### src/rtl/ysyx_24100029_axi_arbiter_pkg.sv
// Shared types and constants for the two-master AXI4 arbiter.
package ysyx_24100029_arb_pkg;

    localparam int unsigned AXI_ADDR_W = 32;
    localparam int unsigned AXI_DATA_W = 32;
    localparam int unsigned AXI_ID_W   = 4;
    localparam int unsigned AXI_STRB_W = AXI_DATA_W / 8;

    typedef enum logic [1:0] {
        ARB_IDLE,
        ARB_RD,
        ARB_WR
    } arb_state_t;

    localparam logic GNT_IFU = 1'b0;
    localparam logic GNT_LSU = 1'b1;

    // Address-channel payload shared by AR and AW
    typedef struct packed {
        logic [AXI_ADDR_W-1:0] addr;
        logic [AXI_ID_W-1:0]   id;
        logic [7:0]            len;
        logic [2:0]            size;
        logic [1:0]            burst;
    } axi_ax_t;

endpackage

### src/rtl/ysyx_24100029_axi_arbiter_if.sv
// AXI4 bundle with master/slave views.
interface axi4_if;
    import ysyx_24100029_arb_pkg::*;

    logic                  awvalid;
    logic                  awready;
    logic [AXI_ADDR_W-1:0] awaddr;
    logic [AXI_ID_W-1:0]   awid;
    logic [7:0]            awlen;
    logic [2:0]            awsize;
    logic [1:0]            awburst;

    logic                  wvalid;
    logic                  wready;
    logic [AXI_DATA_W-1:0] wdata;
    logic [AXI_STRB_W-1:0] wstrb;
    logic                  wlast;

    logic                  bvalid;
    logic                  bready;
    logic [1:0]            bresp;
    logic [AXI_ID_W-1:0]   bid;

    logic                  arvalid;
    logic                  arready;
    logic [AXI_ADDR_W-1:0] araddr;
    logic [AXI_ID_W-1:0]   arid;
    logic [7:0]            arlen;
    logic [2:0]            arsize;
    logic [1:0]            arburst;

    logic                  rvalid;
    logic                  rready;
    logic [1:0]            rresp;
    logic [AXI_DATA_W-1:0] rdata;
    logic                  rlast;
    logic [AXI_ID_W-1:0]   rid;

    modport master (
        output awvalid, awaddr, awid, awlen, awsize, awburst,
        input  awready,
        output wvalid, wdata, wstrb, wlast,
        input  wready,
        input  bvalid, bresp, bid,
        output bready,
        output arvalid, araddr, arid, arlen, arsize, arburst,
        input  arready,
        input  rvalid, rresp, rdata, rlast, rid,
        output rready
    );

    modport slave (
        input  awvalid, awaddr, awid, awlen, awsize, awburst,
        output awready,
        input  wvalid, wdata, wstrb, wlast,
        output wready,
        output bvalid, bresp, bid,
        input  bready,
        input  arvalid, araddr, arid, arlen, arsize, arburst,
        output arready,
        output rvalid, rresp, rdata, rlast, rid,
        input  rready
    );

endinterface

### src/rtl/ysyx_24100029_axi_arbiter_rr_arb2.sv
// Two-way round-robin picker: on a tie the master not served last wins.
module ysyx_24100029_rr_arb2 (
    input  logic [1:0] req,
    input  logic       last,
    output logic       gnt,
    output logic       any
);

    always_comb begin
        any = |req;
        gnt = (&req) ? ~last : req[1];
    end

endmodule

### src/rtl/ysyx_24100029_axi_arbiter.sv
// Shares one downstream AXI4 port between the IFU (M0, read-only) and LSU (M1),
// one burst at a time; LSU writes win in IDLE, reads alternate round-robin.
module ysyx_24100029_axi_arbiter
    import ysyx_24100029_arb_pkg::*;
#(
    parameter int unsigned CONFLICT_CNT_W = 32
) (
    input  logic   clock,
    input  logic   reset,
    axi4_if.slave  m0_axi,
    axi4_if.slave  m1_axi,
    axi4_if.master s_axi,
    output logic   busy
`ifdef Performance_Count
    ,
    output logic [CONFLICT_CNT_W-1:0] arb_conflict
`endif
);

    arb_state_t r_state, w_state_n;
    logic       r_grant, w_grant_n;
    logic       r_last_rd, w_last_rd_n;
    logic       r_ar_done, w_ar_done_n;
    logic       r_aw_done, w_aw_done_n;
    logic       r_w_done, w_w_done_n;

    logic       w_rr_gnt;
    logic       w_rr_any;
    logic       w_lsu;
    axi_ax_t    w_m0_ar;
    axi_ax_t    w_m1_ar;
    axi_ax_t    w_sel_ar;

    ysyx_24100029_rr_arb2 u_rr_arb2 (
        .req  ({m1_axi.arvalid, m0_axi.arvalid}),
        .last (r_last_rd),
        .gnt  (w_rr_gnt),
        .any  (w_rr_any)
    );

    assign w_m0_ar  = '{addr: m0_axi.araddr, id: m0_axi.arid, len: m0_axi.arlen,
                        size: m0_axi.arsize, burst: m0_axi.arburst};
    assign w_m1_ar  = '{addr: m1_axi.araddr, id: m1_axi.arid, len: m1_axi.arlen,
                        size: m1_axi.arsize, burst: m1_axi.arburst};
    assign w_lsu    = (r_grant == GNT_LSU);
    assign w_sel_ar = w_lsu ? w_m1_ar : w_m0_ar;
    assign busy     = (r_state != ARB_IDLE);

    always_ff @(posedge clock) begin
        if (reset) begin
            r_state   <= ARB_IDLE;
            r_grant   <= GNT_IFU;
            r_last_rd <= GNT_LSU;
            r_ar_done <= 1'b0;
            r_aw_done <= 1'b0;
            r_w_done  <= 1'b0;
        end else begin
            r_state   <= w_state_n;
            r_grant   <= w_grant_n;
            r_last_rd <= w_last_rd_n;
            r_ar_done <= w_ar_done_n;
            r_aw_done <= w_aw_done_n;
            r_w_done  <= w_w_done_n;
        end
    end

    // Channel routing and next-state; everything idles at zero unless granted
    always_comb begin
        w_state_n   = r_state;
        w_grant_n   = r_grant;
        w_last_rd_n = r_last_rd;
        w_ar_done_n = r_ar_done;
        w_aw_done_n = r_aw_done;
        w_w_done_n  = r_w_done;

        s_axi.awvalid = 1'b0;
        s_axi.awaddr  = '0;
        s_axi.awid    = '0;
        s_axi.awlen   = '0;
        s_axi.awsize  = '0;
        s_axi.awburst = '0;
        s_axi.wvalid  = 1'b0;
        s_axi.wdata   = '0;
        s_axi.wstrb   = '0;
        s_axi.wlast   = 1'b0;
        s_axi.bready  = 1'b0;
        s_axi.arvalid = 1'b0;
        s_axi.araddr  = '0;
        s_axi.arid    = '0;
        s_axi.arlen   = '0;
        s_axi.arsize  = '0;
        s_axi.arburst = '0;
        s_axi.rready  = 1'b0;

        m0_axi.awready = 1'b0;
        m0_axi.wready  = 1'b0;
        m0_axi.bvalid  = 1'b0;
        m0_axi.bresp   = '0;
        m0_axi.bid     = '0;
        m0_axi.arready = 1'b0;
        m0_axi.rvalid  = 1'b0;
        m0_axi.rdata   = s_axi.rdata;
        m0_axi.rresp   = s_axi.rresp;
        m0_axi.rlast   = s_axi.rlast;
        m0_axi.rid     = s_axi.rid;

        m1_axi.awready = 1'b0;
        m1_axi.wready  = 1'b0;
        m1_axi.bvalid  = 1'b0;
        m1_axi.bresp   = s_axi.bresp;
        m1_axi.bid     = s_axi.bid;
        m1_axi.arready = 1'b0;
        m1_axi.rvalid  = 1'b0;
        m1_axi.rdata   = s_axi.rdata;
        m1_axi.rresp   = s_axi.rresp;
        m1_axi.rlast   = s_axi.rlast;
        m1_axi.rid     = s_axi.rid;

        case (r_state)
            ARB_IDLE: begin
                if (m1_axi.awvalid) begin
                    w_state_n = ARB_WR;
                    w_grant_n = GNT_LSU;
                end else if (w_rr_any) begin
                    w_state_n   = ARB_RD;
                    w_grant_n   = w_rr_gnt;
                    w_last_rd_n = w_rr_gnt;
                end
            end
            ARB_RD: begin
                s_axi.arvalid = (w_lsu ? m1_axi.arvalid : m0_axi.arvalid) & ~r_ar_done;
                s_axi.araddr  = w_sel_ar.addr;
                s_axi.arid    = w_sel_ar.id;
                s_axi.arlen   = w_sel_ar.len;
                s_axi.arsize  = w_sel_ar.size;
                s_axi.arburst = w_sel_ar.burst;
                s_axi.rready  = w_lsu ? m1_axi.rready : m0_axi.rready;
                if (w_lsu) begin
                    m1_axi.arready = s_axi.arready & ~r_ar_done;
                    m1_axi.rvalid  = s_axi.rvalid;
                end else begin
                    m0_axi.arready = s_axi.arready & ~r_ar_done;
                    m0_axi.rvalid  = s_axi.rvalid;
                end
                if (s_axi.arvalid && s_axi.arready) begin
                    w_ar_done_n = 1'b1;
                end
                if (s_axi.rvalid && s_axi.rready && s_axi.rlast) begin
                    w_state_n   = ARB_IDLE;
                    w_ar_done_n = 1'b0;
                end
            end
            ARB_WR: begin
                s_axi.awvalid  = m1_axi.awvalid & ~r_aw_done;
                s_axi.awaddr   = m1_axi.awaddr;
                s_axi.awid     = m1_axi.awid;
                s_axi.awlen    = m1_axi.awlen;
                s_axi.awsize   = m1_axi.awsize;
                s_axi.awburst  = m1_axi.awburst;
                s_axi.wvalid   = m1_axi.wvalid & ~r_w_done;
                s_axi.wdata    = m1_axi.wdata;
                s_axi.wstrb    = m1_axi.wstrb;
                s_axi.wlast    = m1_axi.wlast;
                s_axi.bready   = m1_axi.bready;
                m1_axi.awready = s_axi.awready & ~r_aw_done;
                m1_axi.wready  = s_axi.wready & ~r_w_done;
                m1_axi.bvalid  = s_axi.bvalid;
                if (s_axi.awvalid && s_axi.awready) begin
                    w_aw_done_n = 1'b1;
                end
                if (s_axi.wvalid && s_axi.wready && s_axi.wlast) begin
                    w_w_done_n = 1'b1;
                end
                if (s_axi.bvalid && s_axi.bready) begin
                    w_state_n   = ARB_IDLE;
                    w_ar_done_n = 1'b0;
                    w_aw_done_n = 1'b0;
                    w_w_done_n  = 1'b0;
                end
            end
            default: w_state_n = ARB_IDLE;
        endcase
    end

`ifdef Performance_Count
    logic [CONFLICT_CNT_W-1:0] r_conflict;

    // Idle cycles where the IFU read competes with any LSU request
    always_ff @(posedge clock) begin
        if (reset) begin
            r_conflict <= '0;
        end else if ((r_state == ARB_IDLE) && m0_axi.arvalid &&
                     (m1_axi.arvalid || m1_axi.awvalid)) begin
            r_conflict <= r_conflict + CONFLICT_CNT_W'(1);
        end
    end

    assign arb_conflict = r_conflict;
`endif

endmodule

### src/flat_wrapper.sv
// flat-port wrapper written by rule: the top's interface ports become plain ports
module ysyx_24100029_axi_arbiter_flat import ysyx_24100029_arb_pkg::*;
#(
    parameter int unsigned CONFLICT_CNT_W = 32
)
  (clock, reset, busy, m0_axi_awvalid, m0_axi_awaddr, m0_axi_awid, m0_axi_awlen, m0_axi_awsize, m0_axi_awburst, m0_axi_awready, m0_axi_wvalid, m0_axi_wdata, m0_axi_wstrb, m0_axi_wlast, m0_axi_wready, m0_axi_bvalid, m0_axi_bresp, m0_axi_bid, m0_axi_bready, m0_axi_arvalid, m0_axi_araddr, m0_axi_arid, m0_axi_arlen, m0_axi_arsize, m0_axi_arburst, m0_axi_arready, m0_axi_rvalid, m0_axi_rresp, m0_axi_rdata, m0_axi_rlast, m0_axi_rid, m0_axi_rready, m1_axi_awvalid, m1_axi_awaddr, m1_axi_awid, m1_axi_awlen, m1_axi_awsize, m1_axi_awburst, m1_axi_awready, m1_axi_wvalid, m1_axi_wdata, m1_axi_wstrb, m1_axi_wlast, m1_axi_wready, m1_axi_bvalid, m1_axi_bresp, m1_axi_bid, m1_axi_bready, m1_axi_arvalid, m1_axi_araddr, m1_axi_arid, m1_axi_arlen, m1_axi_arsize, m1_axi_arburst, m1_axi_arready, m1_axi_rvalid, m1_axi_rresp, m1_axi_rdata, m1_axi_rlast, m1_axi_rid, m1_axi_rready, s_axi_awvalid, s_axi_awaddr, s_axi_awid, s_axi_awlen, s_axi_awsize, s_axi_awburst, s_axi_awready, s_axi_wvalid, s_axi_wdata, s_axi_wstrb, s_axi_wlast, s_axi_wready, s_axi_bvalid, s_axi_bresp, s_axi_bid, s_axi_bready, s_axi_arvalid, s_axi_araddr, s_axi_arid, s_axi_arlen, s_axi_arsize, s_axi_arburst, s_axi_arready, s_axi_rvalid, s_axi_rresp, s_axi_rdata, s_axi_rlast, s_axi_rid, s_axi_rready);
  axi4_if m0_axi_i ();
  axi4_if m1_axi_i ();
  axi4_if s_axi_i ();
  input  logic clock;
  input  logic reset;
  output logic busy;
  input wire logic [$bits(m0_axi_i.awvalid)-1:0] m0_axi_awvalid;
  input wire logic [$bits(m0_axi_i.awaddr)-1:0] m0_axi_awaddr;
  input wire logic [$bits(m0_axi_i.awid)-1:0] m0_axi_awid;
  input wire logic [$bits(m0_axi_i.awlen)-1:0] m0_axi_awlen;
  input wire logic [$bits(m0_axi_i.awsize)-1:0] m0_axi_awsize;
  input wire logic [$bits(m0_axi_i.awburst)-1:0] m0_axi_awburst;
  output wire logic [$bits(m0_axi_i.awready)-1:0] m0_axi_awready;
  input wire logic [$bits(m0_axi_i.wvalid)-1:0] m0_axi_wvalid;
  input wire logic [$bits(m0_axi_i.wdata)-1:0] m0_axi_wdata;
  input wire logic [$bits(m0_axi_i.wstrb)-1:0] m0_axi_wstrb;
  input wire logic [$bits(m0_axi_i.wlast)-1:0] m0_axi_wlast;
  output wire logic [$bits(m0_axi_i.wready)-1:0] m0_axi_wready;
  output wire logic [$bits(m0_axi_i.bvalid)-1:0] m0_axi_bvalid;
  output wire logic [$bits(m0_axi_i.bresp)-1:0] m0_axi_bresp;
  output wire logic [$bits(m0_axi_i.bid)-1:0] m0_axi_bid;
  input wire logic [$bits(m0_axi_i.bready)-1:0] m0_axi_bready;
  input wire logic [$bits(m0_axi_i.arvalid)-1:0] m0_axi_arvalid;
  input wire logic [$bits(m0_axi_i.araddr)-1:0] m0_axi_araddr;
  input wire logic [$bits(m0_axi_i.arid)-1:0] m0_axi_arid;
  input wire logic [$bits(m0_axi_i.arlen)-1:0] m0_axi_arlen;
  input wire logic [$bits(m0_axi_i.arsize)-1:0] m0_axi_arsize;
  input wire logic [$bits(m0_axi_i.arburst)-1:0] m0_axi_arburst;
  output wire logic [$bits(m0_axi_i.arready)-1:0] m0_axi_arready;
  output wire logic [$bits(m0_axi_i.rvalid)-1:0] m0_axi_rvalid;
  output wire logic [$bits(m0_axi_i.rresp)-1:0] m0_axi_rresp;
  output wire logic [$bits(m0_axi_i.rdata)-1:0] m0_axi_rdata;
  output wire logic [$bits(m0_axi_i.rlast)-1:0] m0_axi_rlast;
  output wire logic [$bits(m0_axi_i.rid)-1:0] m0_axi_rid;
  input wire logic [$bits(m0_axi_i.rready)-1:0] m0_axi_rready;
  input wire logic [$bits(m1_axi_i.awvalid)-1:0] m1_axi_awvalid;
  input wire logic [$bits(m1_axi_i.awaddr)-1:0] m1_axi_awaddr;
  input wire logic [$bits(m1_axi_i.awid)-1:0] m1_axi_awid;
  input wire logic [$bits(m1_axi_i.awlen)-1:0] m1_axi_awlen;
  input wire logic [$bits(m1_axi_i.awsize)-1:0] m1_axi_awsize;
  input wire logic [$bits(m1_axi_i.awburst)-1:0] m1_axi_awburst;
  output wire logic [$bits(m1_axi_i.awready)-1:0] m1_axi_awready;
  input wire logic [$bits(m1_axi_i.wvalid)-1:0] m1_axi_wvalid;
  input wire logic [$bits(m1_axi_i.wdata)-1:0] m1_axi_wdata;
  input wire logic [$bits(m1_axi_i.wstrb)-1:0] m1_axi_wstrb;
  input wire logic [$bits(m1_axi_i.wlast)-1:0] m1_axi_wlast;
  output wire logic [$bits(m1_axi_i.wready)-1:0] m1_axi_wready;
  output wire logic [$bits(m1_axi_i.bvalid)-1:0] m1_axi_bvalid;
  output wire logic [$bits(m1_axi_i.bresp)-1:0] m1_axi_bresp;
  output wire logic [$bits(m1_axi_i.bid)-1:0] m1_axi_bid;
  input wire logic [$bits(m1_axi_i.bready)-1:0] m1_axi_bready;
  input wire logic [$bits(m1_axi_i.arvalid)-1:0] m1_axi_arvalid;
  input wire logic [$bits(m1_axi_i.araddr)-1:0] m1_axi_araddr;
  input wire logic [$bits(m1_axi_i.arid)-1:0] m1_axi_arid;
  input wire logic [$bits(m1_axi_i.arlen)-1:0] m1_axi_arlen;
  input wire logic [$bits(m1_axi_i.arsize)-1:0] m1_axi_arsize;
  input wire logic [$bits(m1_axi_i.arburst)-1:0] m1_axi_arburst;
  output wire logic [$bits(m1_axi_i.arready)-1:0] m1_axi_arready;
  output wire logic [$bits(m1_axi_i.rvalid)-1:0] m1_axi_rvalid;
  output wire logic [$bits(m1_axi_i.rresp)-1:0] m1_axi_rresp;
  output wire logic [$bits(m1_axi_i.rdata)-1:0] m1_axi_rdata;
  output wire logic [$bits(m1_axi_i.rlast)-1:0] m1_axi_rlast;
  output wire logic [$bits(m1_axi_i.rid)-1:0] m1_axi_rid;
  input wire logic [$bits(m1_axi_i.rready)-1:0] m1_axi_rready;
  output wire logic [$bits(s_axi_i.awvalid)-1:0] s_axi_awvalid;
  output wire logic [$bits(s_axi_i.awaddr)-1:0] s_axi_awaddr;
  output wire logic [$bits(s_axi_i.awid)-1:0] s_axi_awid;
  output wire logic [$bits(s_axi_i.awlen)-1:0] s_axi_awlen;
  output wire logic [$bits(s_axi_i.awsize)-1:0] s_axi_awsize;
  output wire logic [$bits(s_axi_i.awburst)-1:0] s_axi_awburst;
  input wire logic [$bits(s_axi_i.awready)-1:0] s_axi_awready;
  output wire logic [$bits(s_axi_i.wvalid)-1:0] s_axi_wvalid;
  output wire logic [$bits(s_axi_i.wdata)-1:0] s_axi_wdata;
  output wire logic [$bits(s_axi_i.wstrb)-1:0] s_axi_wstrb;
  output wire logic [$bits(s_axi_i.wlast)-1:0] s_axi_wlast;
  input wire logic [$bits(s_axi_i.wready)-1:0] s_axi_wready;
  input wire logic [$bits(s_axi_i.bvalid)-1:0] s_axi_bvalid;
  input wire logic [$bits(s_axi_i.bresp)-1:0] s_axi_bresp;
  input wire logic [$bits(s_axi_i.bid)-1:0] s_axi_bid;
  output wire logic [$bits(s_axi_i.bready)-1:0] s_axi_bready;
  output wire logic [$bits(s_axi_i.arvalid)-1:0] s_axi_arvalid;
  output wire logic [$bits(s_axi_i.araddr)-1:0] s_axi_araddr;
  output wire logic [$bits(s_axi_i.arid)-1:0] s_axi_arid;
  output wire logic [$bits(s_axi_i.arlen)-1:0] s_axi_arlen;
  output wire logic [$bits(s_axi_i.arsize)-1:0] s_axi_arsize;
  output wire logic [$bits(s_axi_i.arburst)-1:0] s_axi_arburst;
  input wire logic [$bits(s_axi_i.arready)-1:0] s_axi_arready;
  input wire logic [$bits(s_axi_i.rvalid)-1:0] s_axi_rvalid;
  input wire logic [$bits(s_axi_i.rresp)-1:0] s_axi_rresp;
  input wire logic [$bits(s_axi_i.rdata)-1:0] s_axi_rdata;
  input wire logic [$bits(s_axi_i.rlast)-1:0] s_axi_rlast;
  input wire logic [$bits(s_axi_i.rid)-1:0] s_axi_rid;
  output wire logic [$bits(s_axi_i.rready)-1:0] s_axi_rready;
  assign m0_axi_i.awvalid = m0_axi_awvalid;
  assign m0_axi_i.awaddr = m0_axi_awaddr;
  assign m0_axi_i.awid = m0_axi_awid;
  assign m0_axi_i.awlen = m0_axi_awlen;
  assign m0_axi_i.awsize = m0_axi_awsize;
  assign m0_axi_i.awburst = m0_axi_awburst;
  assign m0_axi_awready = m0_axi_i.awready;
  assign m0_axi_i.wvalid = m0_axi_wvalid;
  assign m0_axi_i.wdata = m0_axi_wdata;
  assign m0_axi_i.wstrb = m0_axi_wstrb;
  assign m0_axi_i.wlast = m0_axi_wlast;
  assign m0_axi_wready = m0_axi_i.wready;
  assign m0_axi_bvalid = m0_axi_i.bvalid;
  assign m0_axi_bresp = m0_axi_i.bresp;
  assign m0_axi_bid = m0_axi_i.bid;
  assign m0_axi_i.bready = m0_axi_bready;
  assign m0_axi_i.arvalid = m0_axi_arvalid;
  assign m0_axi_i.araddr = m0_axi_araddr;
  assign m0_axi_i.arid = m0_axi_arid;
  assign m0_axi_i.arlen = m0_axi_arlen;
  assign m0_axi_i.arsize = m0_axi_arsize;
  assign m0_axi_i.arburst = m0_axi_arburst;
  assign m0_axi_arready = m0_axi_i.arready;
  assign m0_axi_rvalid = m0_axi_i.rvalid;
  assign m0_axi_rresp = m0_axi_i.rresp;
  assign m0_axi_rdata = m0_axi_i.rdata;
  assign m0_axi_rlast = m0_axi_i.rlast;
  assign m0_axi_rid = m0_axi_i.rid;
  assign m0_axi_i.rready = m0_axi_rready;
  assign m1_axi_i.awvalid = m1_axi_awvalid;
  assign m1_axi_i.awaddr = m1_axi_awaddr;
  assign m1_axi_i.awid = m1_axi_awid;
  assign m1_axi_i.awlen = m1_axi_awlen;
  assign m1_axi_i.awsize = m1_axi_awsize;
  assign m1_axi_i.awburst = m1_axi_awburst;
  assign m1_axi_awready = m1_axi_i.awready;
  assign m1_axi_i.wvalid = m1_axi_wvalid;
  assign m1_axi_i.wdata = m1_axi_wdata;
  assign m1_axi_i.wstrb = m1_axi_wstrb;
  assign m1_axi_i.wlast = m1_axi_wlast;
  assign m1_axi_wready = m1_axi_i.wready;
  assign m1_axi_bvalid = m1_axi_i.bvalid;
  assign m1_axi_bresp = m1_axi_i.bresp;
  assign m1_axi_bid = m1_axi_i.bid;
  assign m1_axi_i.bready = m1_axi_bready;
  assign m1_axi_i.arvalid = m1_axi_arvalid;
  assign m1_axi_i.araddr = m1_axi_araddr;
  assign m1_axi_i.arid = m1_axi_arid;
  assign m1_axi_i.arlen = m1_axi_arlen;
  assign m1_axi_i.arsize = m1_axi_arsize;
  assign m1_axi_i.arburst = m1_axi_arburst;
  assign m1_axi_arready = m1_axi_i.arready;
  assign m1_axi_rvalid = m1_axi_i.rvalid;
  assign m1_axi_rresp = m1_axi_i.rresp;
  assign m1_axi_rdata = m1_axi_i.rdata;
  assign m1_axi_rlast = m1_axi_i.rlast;
  assign m1_axi_rid = m1_axi_i.rid;
  assign m1_axi_i.rready = m1_axi_rready;
  assign s_axi_awvalid = s_axi_i.awvalid;
  assign s_axi_awaddr = s_axi_i.awaddr;
  assign s_axi_awid = s_axi_i.awid;
  assign s_axi_awlen = s_axi_i.awlen;
  assign s_axi_awsize = s_axi_i.awsize;
  assign s_axi_awburst = s_axi_i.awburst;
  assign s_axi_i.awready = s_axi_awready;
  assign s_axi_wvalid = s_axi_i.wvalid;
  assign s_axi_wdata = s_axi_i.wdata;
  assign s_axi_wstrb = s_axi_i.wstrb;
  assign s_axi_wlast = s_axi_i.wlast;
  assign s_axi_i.wready = s_axi_wready;
  assign s_axi_i.bvalid = s_axi_bvalid;
  assign s_axi_i.bresp = s_axi_bresp;
  assign s_axi_i.bid = s_axi_bid;
  assign s_axi_bready = s_axi_i.bready;
  assign s_axi_arvalid = s_axi_i.arvalid;
  assign s_axi_araddr = s_axi_i.araddr;
  assign s_axi_arid = s_axi_i.arid;
  assign s_axi_arlen = s_axi_i.arlen;
  assign s_axi_arsize = s_axi_i.arsize;
  assign s_axi_arburst = s_axi_i.arburst;
  assign s_axi_i.arready = s_axi_arready;
  assign s_axi_i.rvalid = s_axi_rvalid;
  assign s_axi_i.rresp = s_axi_rresp;
  assign s_axi_i.rdata = s_axi_rdata;
  assign s_axi_i.rlast = s_axi_rlast;
  assign s_axi_i.rid = s_axi_rid;
  assign s_axi_rready = s_axi_i.rready;
  ysyx_24100029_axi_arbiter #(.CONFLICT_CNT_W(CONFLICT_CNT_W)) u_core (.clock(clock), .reset(reset), .m0_axi(m0_axi_i), .m1_axi(m1_axi_i), .s_axi(s_axi_i), .busy(busy));
endmodule
### config.mk
export PLATFORM = sky130hd
export DESIGN_NAME = ysyx_24100029_axi_arbiter_flat
export DESIGN_NICKNAME = d
export VERILOG_FILES = /design/src/rtl/ysyx_24100029_axi_arbiter_pkg.sv /design/src/rtl/ysyx_24100029_axi_arbiter_if.sv /design/src/rtl/ysyx_24100029_axi_arbiter_rr_arb2.sv /design/src/rtl/ysyx_24100029_axi_arbiter.sv /design/src/flat_wrapper.sv
export SDC_FILE = /design/constraint.sdc
export NUM_CORES = 1
export LEC_CHECK = 0
export ABC_AREA = 1
export CORE_AREA = 4 4 224 226
export DETAILED_ROUTE_END_ITERATION = 8
export DIE_AREA = 0 0 228 230
export DONT_BUFFER_PORTS = 1
export GPL_TIMING_DRIVEN = 1
export PLACE_DENSITY = 0.3
export SKIP_CTS_REPAIR_TIMING = 1
export SYNTH_ARGS = -nofsm -noshare
export SYNTH_HDL_FRONTEND = slang
export SYNTH_SLANG_ARGS = --single-unit
export TNS_END_PERCENT = 1
### constraint.sdc
create_clock -name clock -period 2.9 [get_ports clock]
set_clock_uncertainty 0.2 [all_clocks]
set_input_delay 0.58 -clock clock [delete_from_list [all_inputs] [get_ports clock]]
set_output_delay 0.58 -clock clock [all_outputs]
set_load 0.01 [all_outputs]
=== Yosys cells after proc, flatten, opt, wreduce, memory -nomap -nowiden ===
Index checks and enable logic that the tools add are counted.

* Latch bits: 0
* ROM bits: 0
* Word-level logic and storage cells: 92
* Flip-flop bits (word level): 7
* Memories: 0
* Bits in writable memories: 0
* Bits of input ports: 332
* Output and inout bits: 241

* Order comparisons: 0
* Bitwise gates (word level): 11
* Equal/unequal tests: 6
* Reductions and logical operators: 21
* $mul: 0
* Muxes and demuxes: 48
* Add/sub/neg operators: 0
* Divide/modulo/power cells: 0
* Shifts and indexed selects: 0

{| class="wikitable"
|+ Operator list
! kind !! number
|-
| $mux W32 || 3
|-
| $mux W49 || 1
|-
| $mux W1 || 29
|-
| $mux W8 || 2
|-
| $mux W2 || 6
|-
| $mux W4 || 3
|-
| $reduce_bool A2 Y1 || 5
|-
| $reduce_and A3 Y1 || 3
|-
| $reduce_and A2 Y1 || 4
|-
| $logic_and A1 B1 Y1 || 7
|-
| $and A1 B1 Y1 || 6
|-
| $mux W3 || 2
|-
| $pmux W2 S3 || 1
|-
| $not A1 Y1 || 5
|-
| $ne A2 B1 Y1 const B || 2
|-
| $ne A3 B1 Y1 const B || 1
|-
| $ne A3 B3 Y1 const B || 1
|-
| $eq A2 B1 Y1 const B || 1
|-
| $eq A2 B2 Y1 const B || 1
|-
| $logic_not A2 Y1 || 1
|-
| $pmux W1 S2 || 1
|-
| $reduce_or A2 Y1 || 1
|}

=== Logic depth before layout (Yosys ltp) ===
* Depth after elaboration: 6
* Depth in mapped cells: 9
* Mapped depth without buffers: 8

=== Hierarchy ===
From an unflattened synthesis, not the netlist that was laid out.

* Cell total of the unflattened synthesis: 520
* Area total of the unflattened synthesis: 2556.2 µm²

{| class="wikitable"
|+ By module, submodules not included
! module !! cells each !! instances !! area each (µm²) !! seq. area each (µm²)
|-
| ysyx_24100029_axi_arbiter || 517 || 1 || 2541.2 || 140.1
|-
| ysyx_24100029_rr_arb2 || 3 || 1 || 15.0 || 0.0
|}

=== Worst setup path after synthesis ===
OpenSTA, ideal clock, no wires.

* Path kind: register to output
* Start: register u_core.r_state[1]
* End: output port s_axi_araddr[0]
* Path slack: 951 ps
* Data required time: 2120 ps
* Data arrival time: 1169 ps
* Stages on the path, launching flop included: 6
* Path buffers: 1
* Cell sequence: dfxtp_1 inv_1 ha_1 clkinv_1 clkbuf_1 a21oi_1

* Cells in the longest elaborated chain, start to end: 2

{| class="wikitable"
|+ RTL lines
! item !! line !! source
|-
| start, declared || ysyx_24100029_axi_arbiter.sv:20 || <nowiki>arb_state_t r_state, w_state_n;</nowiki>
|-
| start signal, assigned || ysyx_24100029_axi_arbiter.sv:58 || <nowiki>r_state <= w_state_n;</nowiki>
|-
| $eq A2 B1 Y1 || ysyx_24100029_axi_arbiter.sv:119 || <nowiki>case (r_state)</nowiki>
|-
| $mux W32 || ysyx_24100029_axi_arbiter.sv:119 ||
|-
| end, declared || flat_wrapper.sv:88 || <nowiki>output wire logic [$bits(s_axi_i.araddr)-1:0] s_axi_araddr;</nowiki>
|}

No other way between the ends.

=== Worst setup path in the final report ===
* Start: register u_core.r_grant
* End: output port m1_axi_arready

* Cells in the longest elaborated chain, start to end: 2

{| class="wikitable"
|+ RTL lines
! item !! line !! source
|-
| start, declared || ysyx_24100029_axi_arbiter.sv:21 || <nowiki>logic r_grant, w_grant_n;</nowiki>
|-
| start signal, assigned || ysyx_24100029_axi_arbiter.sv:59 || <nowiki>r_grant <= w_grant_n;</nowiki>
|-
| $mux W1 || ysyx_24100029_axi_arbiter.sv:138 || <nowiki>if (w_lsu) begin</nowiki>
|-
| $mux W1 || ysyx_24100029_axi_arbiter.sv:119 ||
|-
| end, declared || flat_wrapper.sv:64 || <nowiki>output wire logic [$bits(m1_axi_i.arready)-1:0] m1_axi_arready;</nowiki>
|}

No other way between the ends.

==> impl_metrics.json <==
{
  "grt_pass1_vias": 2743,
  "clkPwrFrac": 0.257,
  "status": "completed",
  "fp.dieW_um": 228,
  "power.leakage_nw": 1.837,
  "grt_max_degree": 64,
  "worstPathArrival_ns": 1.74,
  "cts_tree": "built",
  "crit_type": "reg -> out",
  "synth_area_mm2": 0.002615,
  "worstPathRequired_ns": 2.12,
  "p_per_area_mw_per_mm2": 299.7,
  "ys_ff_latch": 7,
  "slew_viol_final": 0,
  "period_needed_ns": 2.524,
  "cts_buffers": 3,
  "cp-end-kind": "output pin",
  "worst_pin_slew_ns": 0.5642,
  "place_area_mm2": 0.003078,
  "clk_latency_ns": 0.23,
  "remaining_drc_errors": 0,
  "worst_slew_margin_rel": 0.6239,
  "seq_power_share": 0.123,
  "maxCapViolCount": 0,
  "coreArea_mm2": 0.04834,
  "cts-htree-levels": 1,
  "hold_viol": 0,
  "die_area_mm2": 0.05244,
  "ir_drop_mv": 0.1399,
  "synth_cell_type_count": 23,
  "antenna_cells": 0,
  "multiInputGateArea_mm2": 0.001314,
  "switching_share": 0.5114,
  "fillers": 5729,
  "yosys_warnings": 0,
  "numPortBuffers": 0,
  "design_area_mm2": 0.003157,
  "dr.pass1.iters": 4,
  "vias_per_cell": 2.574,
  "area.growth.synth_to_final_pct": 20.72,
  "clockBufferDepth": 2,
  "cts_sinks": 7,
  "io_pins": 573,
  "critPathLaunchType": "flop",
  "combPwrFrac": 0.620,
  "final_nets": 816,
  "net-switching-power_w": 0.0004838,
  "clk_pin_slew_worst_paths_ns": 0.04,
  "drive_above_1_share": 0.1500,
  "grt_antenna_before_repair": 0,
  "wl_um": 15800,
  "setup_tns_ns": 0,
  "max_freq_mhz": 396.1,
  "seq_area_frac_synth": 0.05359,
  "regArea_um2": 141.4,
  "avgRoutedWirePerCell_um": 14.34,
  "via_count": 2836,
  "grt_pass1_wl_um": 20260,
  "avgSynthCellArea_um2": 4.962,
  "grt_remaining_overflow": 0,
  "syn-instance-count": 527,
  "holdCritPathClass": "in -> reg",
  "die_h_um": 230,
  "cts_root_buf": "clkbuf_16",
  "dp_hpwl_um": 14240,
  "rsz0062_at_grt": "no",
  "drt_iter0_drc": 129,
  "rows": 81,
  "setup_violations": 0,
  "gr-usage-all-layers": 0.05395,
  "routabilityCongestion": 0.7025,
  "postRouteAntennaNets": 0,
  "start_util": 0.05409,
  "fin_crit_sh": 0.8705,
  "critPathMaxFanout": 53,
  "internal_power_w": 0.0004622
}
[power by group through the flow]
stage	registers, W	clock network, W	logic, W
6_report	0.000116	0.000244	0.000586
5_1_grt	0.000117	0.000258	0.000666
4_1_cts	0.000116	0.000251	0.000606
3_5_place_dp	0.000118	0	0.000605
3_3_place_gp	0.000118	0	0.000605
2_1_floorplan	0.000114	0	0.000526
[cell type report]
| class | instances | area share |
|---|---|---|
| tap | 622 | 0.2465 |
| multi-input combinational | 308 | 0.4162 |
| sequential | 7 | 0.04479 |
| clock buffer | 4 | 0.02497 |
| inverter | 101 | 0.1209 |
| timing repair buffer | 60 | 0.1467 |
[synthesized netlist by cell type]
cell type    n  share of area
buf_6        1         0.0043
dfxtp_1      7          0.054
inv_1       98           0.14
o21ai_0      2         0.0038
a21boi_0     2         0.0057
clkbuf_1    12          0.017
clkinv_1     1         0.0014
a21oi_1     55           0.11
nand2_2      3         0.0072
nand3_2      1         0.0038
conb_1       1         0.0014
nor3b_1      2         0.0057
ha_1         3          0.014
inv_4        1         0.0024
nor3_2       1         0.0038
inv_2        1         0.0014
a31oi_1      1         0.0024
nand3_1      6          0.011
nand4_1      1         0.0024
buf_2       12          0.023
buf_4       94           0.27
nor2_1      11          0.016
nand2_1    211           0.30
[worst paths after layout]
| check | end | slack (ns) | cells after the start | from |
|---|---|---|---|---|
| max | m1_axi_arready | 0.38 | 3 | u_core.r_grant |
| min | u_core.r_state[0] | 0.21 | 1 | reset |
| max reg2reg | u_core.r_aw_done | 0.94 | 8 | u_core.r_state[0] |
| min reg2reg | u_core.r_last_rd | 0.27 | 2 | u_core.r_last_rd |
[critical path, stage by stage (launching register included)]
cell     delay, ns
dfxtp_2       0.34
buf_4         0.46
nand2_1       0.30
nor2_1        0.41
[state kept, by name, indices dropped and copies added, names as in the netlist]
register,count
u_core.r_last_rd,1
u_core.r_w_done,1
u_core.r_state,2
u_core.r_grant,1
u_core.r_aw_done,1
u_core.r_ar_done,1
[routing by layer]
metal,vias to the layer above,part of all wire,GRT usage
li1,1332,-,-
met1,1266,0.37,0.05970
met2,209,0.45,0.08175
met3,29,0.17,0.04237
met4,0,0.016,0.01167
met5,-,0,0
[placed cells by master (no fill, tap or decap)]
cell       netlist  final
a21boi_0         2      2
a21oi_1         55     55
a31oi_1          1      1
buf_12           0      1
buf_4           94     59
clkbuf_1        12      1
clkbuf_16        0      3
clkinv_1         1      1
conb_1           1      9
dfxtp_1          7      6
dfxtp_2          0      1
ha_1             3      2
ha_4             0      1
inv_1           98     98
inv_2            1      1
inv_4            1      1
nand2_1        211    211
nand2_2          3      3
nand3_1          6      6
nand3_2          1      1
nand4_1          1      1
nor2_1          11     11
nor3_2           1      1
nor3b_1          2      2
o21ai_0          2      2
[through the flow]
step                   util  hold WS, ns  worst slack, ns  instances  power (W)
finish              0.06530       0.2109           0.3757       1102  0.0009459
global route        0.06530       0.2058           0.1998       1102   0.001042
CTS                 0.06530       0.2083           0.2790       1102  0.0009730
detailed placement  0.06367       0.2654           0.5354       1098  0.0007222
global placement    0.06367       0.2474           0.5615       1098  0.0007231
floorplan                 -       0.2239           0.9515        535  0.0006399
[kinds of logic after synthesis]
family	share of synthesized area
flip-flops	0.05359
other	0.001434
adder cells (fa/ha/maj)	0.01436
AND/OR/NAND/NOR	0.3531
AO/OA/AOI/OAI	0.1172
buffers and inverters	0.4603
Note: power is estimated with default switching activity, not from simulation.
